==> config.mk <==
export PLATFORM = sky130hd
export DESIGN_NAME = div32s_seq_hhp
export DESIGN_NICKNAME = d
export VERILOG_FILES = /design/src/rtl/div32s_seq_hhp.sv
export SDC_FILE = /design/constraint.sdc
export NUM_CORES = 1
export LEC_CHECK = 0
export BUFFER_PORTS_ARGS = -buffer_cell sky130_fd_sc_hd__buf_2
export CAP_MARGIN = 20
export CORE_ASPECT_RATIO = 0.9
export CORE_MARGIN = 2
export CORE_UTILIZATION = 34
export DETAILED_ROUTE_END_ITERATION = 16
export GPL_TIMING_DRIVEN = 0
export PLACE_DENSITY_LB_ADDON = 0.25
export SLEW_MARGIN = 20
export SYNTH_ARGS = -nofsm -noshare
export SYNTH_HDL_FRONTEND = slang
export SYNTH_SLANG_ARGS = --single-unit
==> constraint.sdc <==
create_clock -name clk -period 7.5 [get_ports clk]
set_clock_uncertainty 0.15 [all_clocks]
set_input_delay 1.5 -clock clk [delete_from_list [all_inputs] [get_ports clk]]
set_output_delay 1.5 -clock clk [all_outputs]
set_load 0.005 [all_outputs]
==> src/rtl/div32s_seq_hhp.sv <==
// Sequential signed divider: 2W-bit dividend / W-bit divisor -> 2W-bit quotient, W-bit remainder.
// Restoring division on magnitudes, STEPS quotient bits per cycle, valid/ready on both sides.
module div32s_seq_hhp #(
  parameter int W     = 16,
  parameter int STEPS = 1
) (
  input  logic           clk,
  input  logic           rst_n,
  input  logic           in_valid,
  output logic           in_ready,
  input  logic [2*W-1:0] in_dividend,
  input  logic [W-1:0]   in_divisor,
  output logic           out_valid,
  input  logic           out_ready,
  output logic [2*W-1:0] out_quot,
  output logic [W-1:0]   out_rem,
  output logic           out_div0,
  output logic           out_ovf
);

  localparam int N    = 2 * W;
  localparam int NCYC = N / STEPS;
  localparam int CW   = $clog2(NCYC + 1);

  typedef enum logic [2:0] {IDLE, CHECK, ITER, FIX, DONE} state_t;

  state_t          state;
  logic [N-1:0]    dvd;      // operand, then magnitude, then quotient shifted in from the right
  logic [W-1:0]    dvs;
  logic [W:0]      rem;      // W+1 bits so |divisor| = 2^(W-1) compares without loss
  logic [W:0]      dmag;
  logic            neg_q;
  logic            neg_r;
  logic [CW-1:0]   cnt;

  logic [W:0]      rem_nxt;
  logic [N-1:0]    dvd_nxt;
  logic [W:0]      rem_sh;

  always_comb begin
    rem_nxt = rem;
    dvd_nxt = dvd;
    rem_sh  = '0;
    for (int i = 0; i < STEPS; i++) begin
      rem_sh  = {rem_nxt[W-1:0], dvd_nxt[N-1]};
      dvd_nxt = {dvd_nxt[N-2:0], 1'b0};
      if (rem_sh >= dmag) begin
        rem_sh     = rem_sh - dmag;
        dvd_nxt[0] = 1'b1;
      end
      rem_nxt = rem_sh;
    end
  end

  always_ff @(posedge clk or negedge rst_n) begin
    if (!rst_n) begin
      state     <= IDLE;
      in_ready  <= 1'b1;
      out_valid <= 1'b0;
      out_quot  <= '0;
      out_rem   <= '0;
      out_div0  <= 1'b0;
      out_ovf   <= 1'b0;
      dvd       <= '0;
      dvs       <= '0;
      rem       <= '0;
      dmag      <= '0;
      neg_q     <= 1'b0;
      neg_r     <= 1'b0;
      cnt       <= '0;
    end else begin
      case (state)
        IDLE: begin
          if (in_valid) begin
            dvd      <= in_dividend;
            dvs      <= in_divisor;
            in_ready <= 1'b0;
            state    <= CHECK;
          end
        end
        CHECK: begin
          if (dvs == '0) begin
            out_quot  <= '1;
            out_rem   <= dvd[W-1:0];
            out_div0  <= 1'b1;
            out_ovf   <= 1'b0;
            out_valid <= 1'b1;
            state     <= DONE;
          end else if (dvd == {1'b1, {(N-1){1'b0}}} && dvs == '1) begin
            out_quot  <= {1'b1, {(N-1){1'b0}}};
            out_rem   <= '0;
            out_div0  <= 1'b0;
            out_ovf   <= 1'b1;
            out_valid <= 1'b1;
            state     <= DONE;
          end else begin
            neg_q <= dvd[N-1] ^ dvs[W-1];
            neg_r <= dvd[N-1];
            dvd   <= dvd[N-1] ? -dvd : dvd;
            dmag  <= dvs[W-1] ? ({1'b0, ~dvs} + (W+1)'(1)) : {1'b0, dvs};
            rem   <= '0;
            cnt   <= CW'(NCYC);
            state <= ITER;
          end
        end
        ITER: begin
          dvd <= dvd_nxt;
          rem <= rem_nxt;
          cnt <= cnt - CW'(1);
          if (cnt == CW'(1)) state <= FIX;
        end
        FIX: begin
          out_quot  <= neg_q ? -dvd : dvd;
          out_rem   <= neg_r ? -rem[W-1:0] : rem[W-1:0];
          out_div0  <= 1'b0;
          out_ovf   <= 1'b0;
          out_valid <= 1'b1;
          state     <= DONE;
        end
        DONE: begin
          if (out_ready) begin
            out_valid <= 1'b0;
            in_ready  <= 1'b1;
            state     <= IDLE;
          end
        end
        default: state <= IDLE;
      endcase
    end
  end

endmodule
==> out/metrics.yaml, run 1 <==
status: "completed"
hpwl_microns: 21100
finalSetupViolCount: 0
die-area_sq_um: 27000
fp.dieW_microns: 173
ys_seq_area_share_pct: 41.2
hold_viol_final: 0
layout.nets: 1162
drt-wirelength-per-cell_microns: 19.6
antenna_found_initial: 0
synth_top_cell_area_share_pct: 40.9
drtIter0Drc: 820
initial_utilization_pct: 34.7
vias_per_cell: 5.55
cts_inserted_buffers: 17
synth-seq-cells: 144
vdd_drop_max_mv: 0.167
hold_path_class: "reg -> reg"
yosysTopAreaCell: "dfrtp_1"
drc: 0
postCtsSetupBuffers: 0
pin_count: 104
synth_area_per_cell_sq_um: 9.11
synth_edf_count: 0
synthArstFlopShare_pct: 100
cts.sink_count: 144
multi_input_area_sq_um: 4730
synth_most_common_cell: "dfrtp_1"
place.gp.congestion: 0.868
power.leakage_nw: 4.57
start_kind: "flip-flop"
routed-via-count: 7985
critical_path_required_ps: 7630
ys_warn_count: 0
slew_violations: 0
cts_tree: "done"
synth-main-ff-cell: "dfrtp_1"
drive_gt1_share_pct: 17.0
crit_path_max_fanout: 10
grt_usage_pct: 21.1
seq_area_sq_um: 3600
diodes: 0
rsz0062_at_grt: "no"
gr-total-overflow: 0
arrival_ps: 3900
syn_area_sq_um: 8750
synth_cells: 961
detail-route-antenna-nets: 0
syn-num-nets: 1038
crit_chain: "inv_1 -> ha_1 -> or3b_2 -> nor4_1 -> nand3_1 -> nor2_1 -> nor3_2 -> clkbuf_1 -> a21oi_1 -> o21ai_0"
drv_cap: 0
crit_path_end_kind: "flip-flop"
worst_path_max_delay_cell: "nor2_1"
cts.clk_slew.worst_paths_ps: 60
htree_levels: 4
clockRootBuffer: "clkbuf_16"
core_sq_um: 25200
die_h_microns: 156
tightest_slew_ps: 880
post-route-min-period_ps: 3770
cts_buffer_depth: 2
nFillCells: 2618
cts_resized: 0
grt_first_pass_wirelength_microns: 44300
slew_headroom_pct: 41.0
tns_ps: 0
fp-row-count: 55
worstSetupPathType: "reg -> reg"
grt_max_degree: 52
fin_crit_sh_pct: 50.2
synth.distinct_cells: 72
area_growth_pct: 18.2
cts_hold_buffers: 0
yosys-top-cells-area: "dfrtp_1 (41%), o21ai_0 (6.3%), a221o_1 (4.0%)"
insertion_delay_ps: 430
power_density_nw_per_um2: 487
fmax_mhz: 265
synth_commonest_cells: "dfrtp_1 (143), o21ai_0 (111), nor2_1 (91)"
io_buffers: 103
fin_hold_ws_ps: 328
max_stage_delay_ps: 590
grt_pass1_vias: 7482
wl_microns: 28200
dr.pass1.iters: 6
==> logic make-up after synthesis <==
family,Yosys count,synth area share (%)
AO/OA/AOI/OAI,272,21.2
XOR/XNOR,70,7.01
adder cells (fa/ha/maj),25,3.66
buffers and inverters,101,4.80
flip-flops,144,41.2
multiplexers,30,3.63
AND/OR/NAND/NOR,319,18.5
==> metrics by stage <==
stage / utilization, % / power [mW] / setup WS (ps) / area (sq um) / instances
floorplan: - / 3.29 / 4570 / 8750 / 961
global route: 41.1 / 5.42 / 3490 / 10300 / 1440
detailed placement: 38.7 / 4.14 / 3820 / 9760 / 1408
global placement: 38.5 / 4.11 / 2490 / 9690 / 1406
finish: 41.1 / 5.04 / 3730 / 10300 / 1440
CTS: 41.1 / 5.02 / 3810 / 10300 / 1440
==> where the power goes <==
group	switching, mW	leakage, nW	internal, mW
logic	1.62	2.49	1.08
clock network	0.360	0.275	0.502
registers	0.349	1.80	1.12
total	2.33	4.57	2.71
==> routing by layer <==
metal	GRT usage [%]	share of wire [%]	vias up
li1	-	-	3789
met1	32.6	51	3892
met2	29.3	41	281
met3	3.87	6.6	23
met4	6.54	1.7	0
met5	0	0	-
==> worst max-delay path, delay by kind of cell (launching register included) <==
family / cells / cell delay [ps]
flip-flops: 1 / 410
buffers and inverters: 2 / 430
adder cells (fa/ha/maj): 1 / 160
AO/OA/AOI/OAI: 2 / 330
AND/OR/NAND/NOR: 5 / 2140
==> layout by cell type (no fill, tap or decap), drive strengths merged, types with 8 or more instances in the layout <==
master / n
dfrtp: 143
buf: 123
o21ai: 113
nor2: 91
nand2: 87
clkbuf: 75
xnor2: 38
a221o: 35
xor2: 32
a21oi: 32
inv: 32
nor3: 32
ha: 24
nand3: 20
mux2i: 16
or3: 16
a222oi: 15
a221oi: 15
nor4: 15
o31ai: 14
mux2: 14
nand2b: 9
nand4: 9
a211oi: 8
or4: 8
and2: 8
==> registers in the layout, summed over array words and instances (netlist names) <==
register   cells
dvd           32
out_quot      32
dmag          17
dvs           16
out_rem       16
rem           16
cnt            6
state          3
in_ready       1
neg_q          1
neg_r          1
out_div0       1
out_ovf        1
out_valid      1
==> cell type report <==
cell class                      instances  share of cell area, %
Sequential cell                       144                   34.9
Tap cell                              342                   4.14
Inverter                               29                   1.05
Clock buffer                           21                   4.36
Clock inverter                         11                   1.27
Timing Repair Buffer                  105                   5.61
Buffer                                 72                   3.01
Multi-Input combinational cell        716                   45.7
==> worst paths after layout <==
check	from	slack (ps)	to	cells past startpoint
setup reg to reg	dvs[0]$_DFFE_PN0P_	3730	out_quot[27]$_DFFE_PN0P_	10
hold reg to reg	out_div0$_DFFE_PN0P_	330	out_div0$_DFFE_PN0P_	2
hold / removal	out_div0$_DFFE_PN0P_	330	out_div0$_DFFE_PN0P_	2
max in group asynchronous	rst_n	5510	dvd[4]$_DFFE_PN0P_	3
min in group asynchronous	rst_n	800	dvs[10]$_DFFE_PN0P_	1
setup / recovery	dvs[0]$_DFFE_PN0P_	3730	out_quot[27]$_DFFE_PN0P_	10
(Power assumes the default switching activity.)
==> inputs of run 2 (changes only) <==
- clock period: 7.5 -> 3.95 ns (I/O delays scaled with it)
==> run 2 against run 1 <==
  * Register-to-register slack worse by 3300 ps
  * Sequential share of layout area hardly changed
  * Die area stayed put
  * Maximum frequency is 6.1% higher
  * Non-clock buffer count stayed put
  * First-iteration DRC count is 0.98% lower
==> out/metrics.yaml, run 2 (synthesized netlist as in run 1, its figures left out) <==
status: "completed"
antenna_found_initial: 0
startpoint: "dvd[0]$_DFFE_PN0P_"
hold_path_class: "in -> async"
wl_met3_microns: 1690
cts_tree: "done"
wl_microns: 28100
wl_met1_microns: 14300
slew_headroom_pct: 40.5
vias_per_cell: 5.57
vdd_drop_max_mv: 0.318
crit_path_max_fanout: 10
cts.clk_slew.worst_paths_ps: 60
core_sq_um: 25200
p_clk_share_pct: 17.1
layout.nets: 1162
swShare_pct: 46.2
rsz0062_at_grt: "no"
final_cell_mix: "dfrtp_1 (143), buf_2 (113), o21ai_0 (111), nor2_1 (90), nand2_1 (86)"
tightest_slew_ps: 888
wl_met2_microns: 11600
worst_path_max_delay_cell: "clkbuf_1"
r2r_cells: 9
clockRootBuffer: "clkbuf_16"
cts_inserted_buffers: 17
drive_gt1_share_pct: 17.1
path_common_cell: "clkbuf_1"
r2r_slack_ps: 400
crit_path_end_kind: "flip-flop"
insertion_delay_ps: 430
worstSetupPathType: "reg -> reg"
total_power_mw: 9.56
nFillCells: 2619
fin_crit_sh_pct: 89.9
cts_hold_buffers: 0
finalSetupViolCount: 0
initial_utilization_pct: 34.7
gr-total-overflow: 0
fin_area_sq_um: 10300
crit_family: "simple AND/OR/NAND/NOR gates"
power_density_nw_per_um2: 924
critical_path_depth: 9
die_h_microns: 156
r2r-end: "neg_q$_DFFE_PN0P_"
diodes: 0
grt_usage_pct: 21.1
detail-route-antenna-nets: 0
post-route-min-period_ps: 3550
pwr-share-comb_pct: 53.6
crit_end: "neg_q$_DFFE_PN0P_"
p_sw_mw: 4.41
tns_ps: 0
fp-row-count: 55
final_common_cell: "dfrtp_1"
slew_violations: 0
dr.max_layer_used: "met4"
internal_power_mw: 5.15
grt_pass1_vias: 7482
arrival_ps: 3670
hold_viol_final: 0
placed_area_sq_um: 9760
p_seq_share_pct: 29.3
fp.dieW_microns: 173
pin_count: 104
drv_cap: 0
drt-wirelength-per-cell_microns: 19.5
power.leakage_nw: 4.57
timing.rr.start: "dvd[0]$_DFFE_PN0P_"
grt_first_pass_wirelength_microns: 44300
dr.pass1.iters: 5
critical_path_required_ps: 4060
htree_levels: 4
io_buffers: 103
start_kind: "flip-flop"
cts.sink_count: 144
max_stage_delay_ps: 480
hpwl_microns: 21100
drc: 0
cts_buffer_depth: 2
drtIter0Drc: 812
area_growth_pct: 18.2
place.gp.congestion: 0.868
fmax_mhz: 282
crit_buf_inv: 3
die-area_sq_um: 27000
reg_top3: "dvd (32), out_quot (32), dmag (17)"
grt_max_degree: 52
routed-via-count: 8018
crit_chain: "inv_1 -> ha_1 -> or3b_2 -> clkbuf_1 -> nor4_4 -> nand3b_4 -> o211ai_4 -> clkbuf_1 -> o21ai_0"
run 2: cell types whose count changed in the layout (fill, tap and decap cells not counted):
cell	change
nor2_1	-1
nor2_2	+1
run 2: area by class of cell:
| type | instances | area (sq um) | share of cell area, % |
|---|---|---|---|
| plain buffers | 72 | 312 | 3.01 |
| repair buffers | 105 | 581 | 5.61 |
| inverters | 29 | 109 | 1.05 |
| well taps | 342 | 428 | 4.14 |
| multi-input cells | 716 | 4730 | 45.7 |
| clock inverters | 11 | 131 | 1.27 |
| flip-flops and latches | 144 | 3600 | 34.8 |
| clock buffers | 21 | 450 | 4.35 |
run 2: through the flow:
| step | utilization [%] | hold WS [ps] | setup WS [ps] | std cells |
|---|---|---|---|---|
| 4_1_cts | 41.1 | 101 | 258 | 1440 |
| 3_3_place_gp | 38.5 | 314 | -346 | 1406 |
| 6_report | 41.1 | 90.8 | 398 | 1440 |
| 2_1_floorplan | - | 293 | 1170 | 961 |
| 3_5_place_dp | 38.7 | 314 | 271 | 1408 |
| 5_1_grt | 41.1 | 110 | 155 | 1440 |
run 2: repair_timing:
item	CTS	global route
resized for setup	0	1
buffers inserted	0	0
endpoints found under the setup margin	0	3
endpoints found under the hold margin	0	0
run 2: worst min path at each step:
stage | endpoint | depth (start not counted) | start | slack [ps]
after global placement | dmag[9]$_DFFE_PN0P_ | 2 | dmag[9]$_DFFE_PN0P_ | 310
after floorplan | dmag[15]$_DFFE_PN0P_ | 2 | dmag[15]$_DFFE_PN0P_ | 290
final | dvs[10]$_DFFE_PN0P_ | 1 | rst_n | 90
after CTS | dvs[10]$_DFFE_PN0P_ | 1 | rst_n | 100
after detailed placement | out_ovf$_DFFE_PN0P_ | 1 | out_ovf$_DFFE_PN0P_ | 310
after global routing | dvs[10]$_DFFE_PN0P_ | 1 | rst_n | 110
run 2: power by group through the flow:
| stage | combinational (mW) | clock [mW] | sequential (mW) |
|---|---|---|---|
| 2_1_floorplan | 3.64 | 0 | 2.61 |
| 3_3_place_gp | 5.01 | 0 | 2.80 |
| 3_5_place_dp | 5.06 | 0 | 2.80 |
| 4_1_cts | 5.09 | 1.66 | 2.78 |
| 5_1_grt | 5.69 | 1.71 | 2.89 |
| 6_report | 5.12 | 1.64 | 2.80 |
run 2: worst reg2reg max path: stages, from the launching register on:
cell,delay [ps]
dfrtp_1,400
inv_1,200
ha_1,260
or3b_2,450
clkbuf_1,230
nor4_4,420
nand3b_4,210
o211ai_4,340
clkbuf_1,480
o21ai_0,230
run 2: per-layer routing:
| layer | vias up | track usage (%) |
|---|---|---|
| li1 | 3792 | - |
| met1 | 3929 | 32.6 |
| met2 | 271 | 29.3 |
| met3 | 26 | 3.87 |
| met4 | 0 | 6.54 |
| met5 | - | 0 |
==> inputs of run 3 (changes only) <==
- ABC_AREA: default -> 1
==> run 3 against run 2 <==
  * Sequential share of layout area shrank 3.1 points
  * Critical path depth fell by 2
  * Synthesized cell count is 49% higher
  * Area after synthesis grew 12%
==> out/metrics.yaml, run 3 <==
status: "completed"
place.gp.congestion: 0.940
reg_top3: "dvd (32), out_quot (32), dmag (17)"
wl_met2_microns: 14000
fp.dieW_microns: 183
synth-xor-area-share_pct: 3.49
cts_hold_buffers: 0
synth_compound_area_share_pct: 10.8
hold_viol_final: 0
synth-seq-cells: 144
path_common_cell: "clkbuf_1"
power_density_nw_per_um2: 971
clockRootBuffer: "clkbuf_16"
arrival_ps: 3020
synthArstFlopShare_pct: 100
worst_path_max_delay_cell: "clkbuf_1"
syn_area_sq_um: 9780
die-area_sq_um: 30100
slew_headroom_pct: 47.1
cts_inserted_buffers: 17
yosys-top-cells-area: "dfrtp_1 (37%), nand2_1 (20%), nand3_1 (7.7%)"
initial_utilization_pct: 34.8
yosys.area_share.simple_pct: 35.8
detail-route-antenna-nets: 0
place_ws_ps: 1260
final.setup.worst_slack_ps: 1080
cts_tree: "done"
synth_area_per_cell_sq_um: 6.81
synthAdderAreaFrac_pct: 3.28
dr.pass1.iters: 5
insertion_delay_ps: 440
syn-num-nets: 1513
cts_buffer_depth: 2
final_common_cell: "nand2_1"
finalSetupViolCount: 0
io_buffers: 103
routed-via-count: 9793
wl_met3_microns: 2560
drv_cap: 0
start_kind: "flip-flop"
critical_path_required_ps: 4100
synth-main-ff-cell: "dfrtp_1"
ys_seq_area_share_pct: 36.9
worstSetupPathType: "reg -> reg"
hpwl_microns: 25800
slew_violations: 0
synth_commonest_cells: "nand2_1 (512), nand3_1 (150), inv_1 (148)"
dr.max_layer_used: "met4"
crit_chain: "clkbuf_1 -> inv_1 -> clkbuf_1 -> clkbuf_1 -> a21oi_1 -> a21oi_1 -> nand2_1"
fmax_mhz: 349
final_cell_mix: "nand2_1 (512), nand3_1 (150), inv_1 (148), dfrtp_1 (143), nor2_1 (113)"
synth.distinct_cells: 47
rsz0062_at_grt: "no"
grt_first_pass_wirelength_microns: 52400
wl_microns: 33500
area_growth_pct: 16.3
grt_usage_pct: 22.9
power.leakage_nw: 5.94
fp-row-count: 58
drc: 0
layout.nets: 1636
postCtsSetupBuffers: 0
max_stage_delay_ps: 670
wl_met1_microns: 16600
fin_crit_sh_pct: 72.6
crit_path_max_fanout: 10
drtIter0Drc: 932
synth_edf_count: 0
fin_hold_ws_ps: 123
die_h_microns: 165
cts_resized: 0
synth_most_common_cell: "nand2_1"
grt_max_degree: 91
antenna_found_initial: 0
ys_warn_count: 0
gr-total-overflow: 0
vdd_drop_max_mv: 0.366
synthMuxAreaShare_pct: 0.230
tightest_slew_ps: 794
synth_cells: 1436
grt_pass1_vias: 9151
post-route-min-period_ps: 2870
yosysTopAreaCell: "dfrtp_1"
hold_path_class: "in -> async"
synth_top_cell_area_share_pct: 36.6
synth_top_family_by_area: "simple AND/OR/NAND/NOR gates"
drive_gt1_share_pct: 12.8
diodes: 0
htree_levels: 4
pin_count: 104
vias_per_cell: 5.07
cts.sink_count: 144
crit_path_end_kind: "flip-flop"
core_sq_um: 28100
cts.clk_slew.worst_paths_ps: 70
drt-wirelength-per-cell_microns: 17.3
-- run 3: area by class of cell --
type                    count  area (sq um)
fillers                  3013         16700
multi-input cells        1081          5240
flip-flops and latches    144          3600
inverters                 156           591
repair buffers            104           553
well taps                 360           450
clock buffers              18           439
plain buffers              55           339
clock inverters            14           146
-- run 3: cells by family (layout without fill, tap and decap cells) --
family	Yosys count	count (layout)
flip-flops	144	144
AND/OR/NAND/NOR	827	827
buffers and inverters	211	347
multiplexers	2	2
XOR/XNOR	39	39
adder cells (fa/ha/maj)	25	25
AO/OA/AOI/OAI	188	188
-- run 3: power breakdown --
group          internal (mW)  leakage, nW  switching, mW
clock                  0.906        0.279          0.746
combinational           2.23         3.84           4.35
sequential              2.17         1.82          0.644
total                   5.30         5.94           5.74
-- run 3: path summary, 6_finish.rpt --
kind	depth (start not counted)	from	slack [ps]	endpoint
min	1	rst_n	120	dvs[15]$_DFFE_PN0P_
max in group asynchronous	2	rst_n	2690	out_rem[13]$_DFFE_PN0P_
min in group clk	1	state[2]$_DFFE_PN0P_	300	state[0]$_DFFE_PN0P_
min reg2reg	1	state[2]$_DFFE_PN0P_	300	state[0]$_DFFE_PN0P_
max	7	neg_q$_DFFE_PN0P_	1080	out_quot[19]$_DFFE_PN0P_
max reg2reg	7	neg_q$_DFFE_PN0P_	1080	out_quot[19]$_DFFE_PN0P_
-- run 3: per-layer routing --
layer	track usage, %	vias up
met5	0	-
met4	5.43	0
met3	3.62	27
met2	33.4	348
met1	35.0	4577
li1	-	4841
-- run 3: per-stage QoR --
step	power, mW	std cells	TNS [ps]	cell area [sq um]	utilization [%]
2_1_floorplan	7.28	1436	0	9780	-
3_3_place_gp	9.23	1899	-46600	10700	38.3
3_5_place_dp	9.31	1900	0	10800	38.4
4_1_cts	11.0	1932	0	11400	40.5
5_1_grt	12.1	1932	0	11400	40.5
6_report	11.0	1932	0	11400	40.5
-- run 3: worst max-delay path, delay by kind of cell (launching register included) --
| family | cells | cell delay (ps) |
|---|---|---|
| AO/OA/AOI/OAI | 2 | 570 |
| buffers and inverters | 4 | 1560 |
| flip-flops | 1 | 360 |
| AND/OR/NAND/NOR | 1 | 100 |
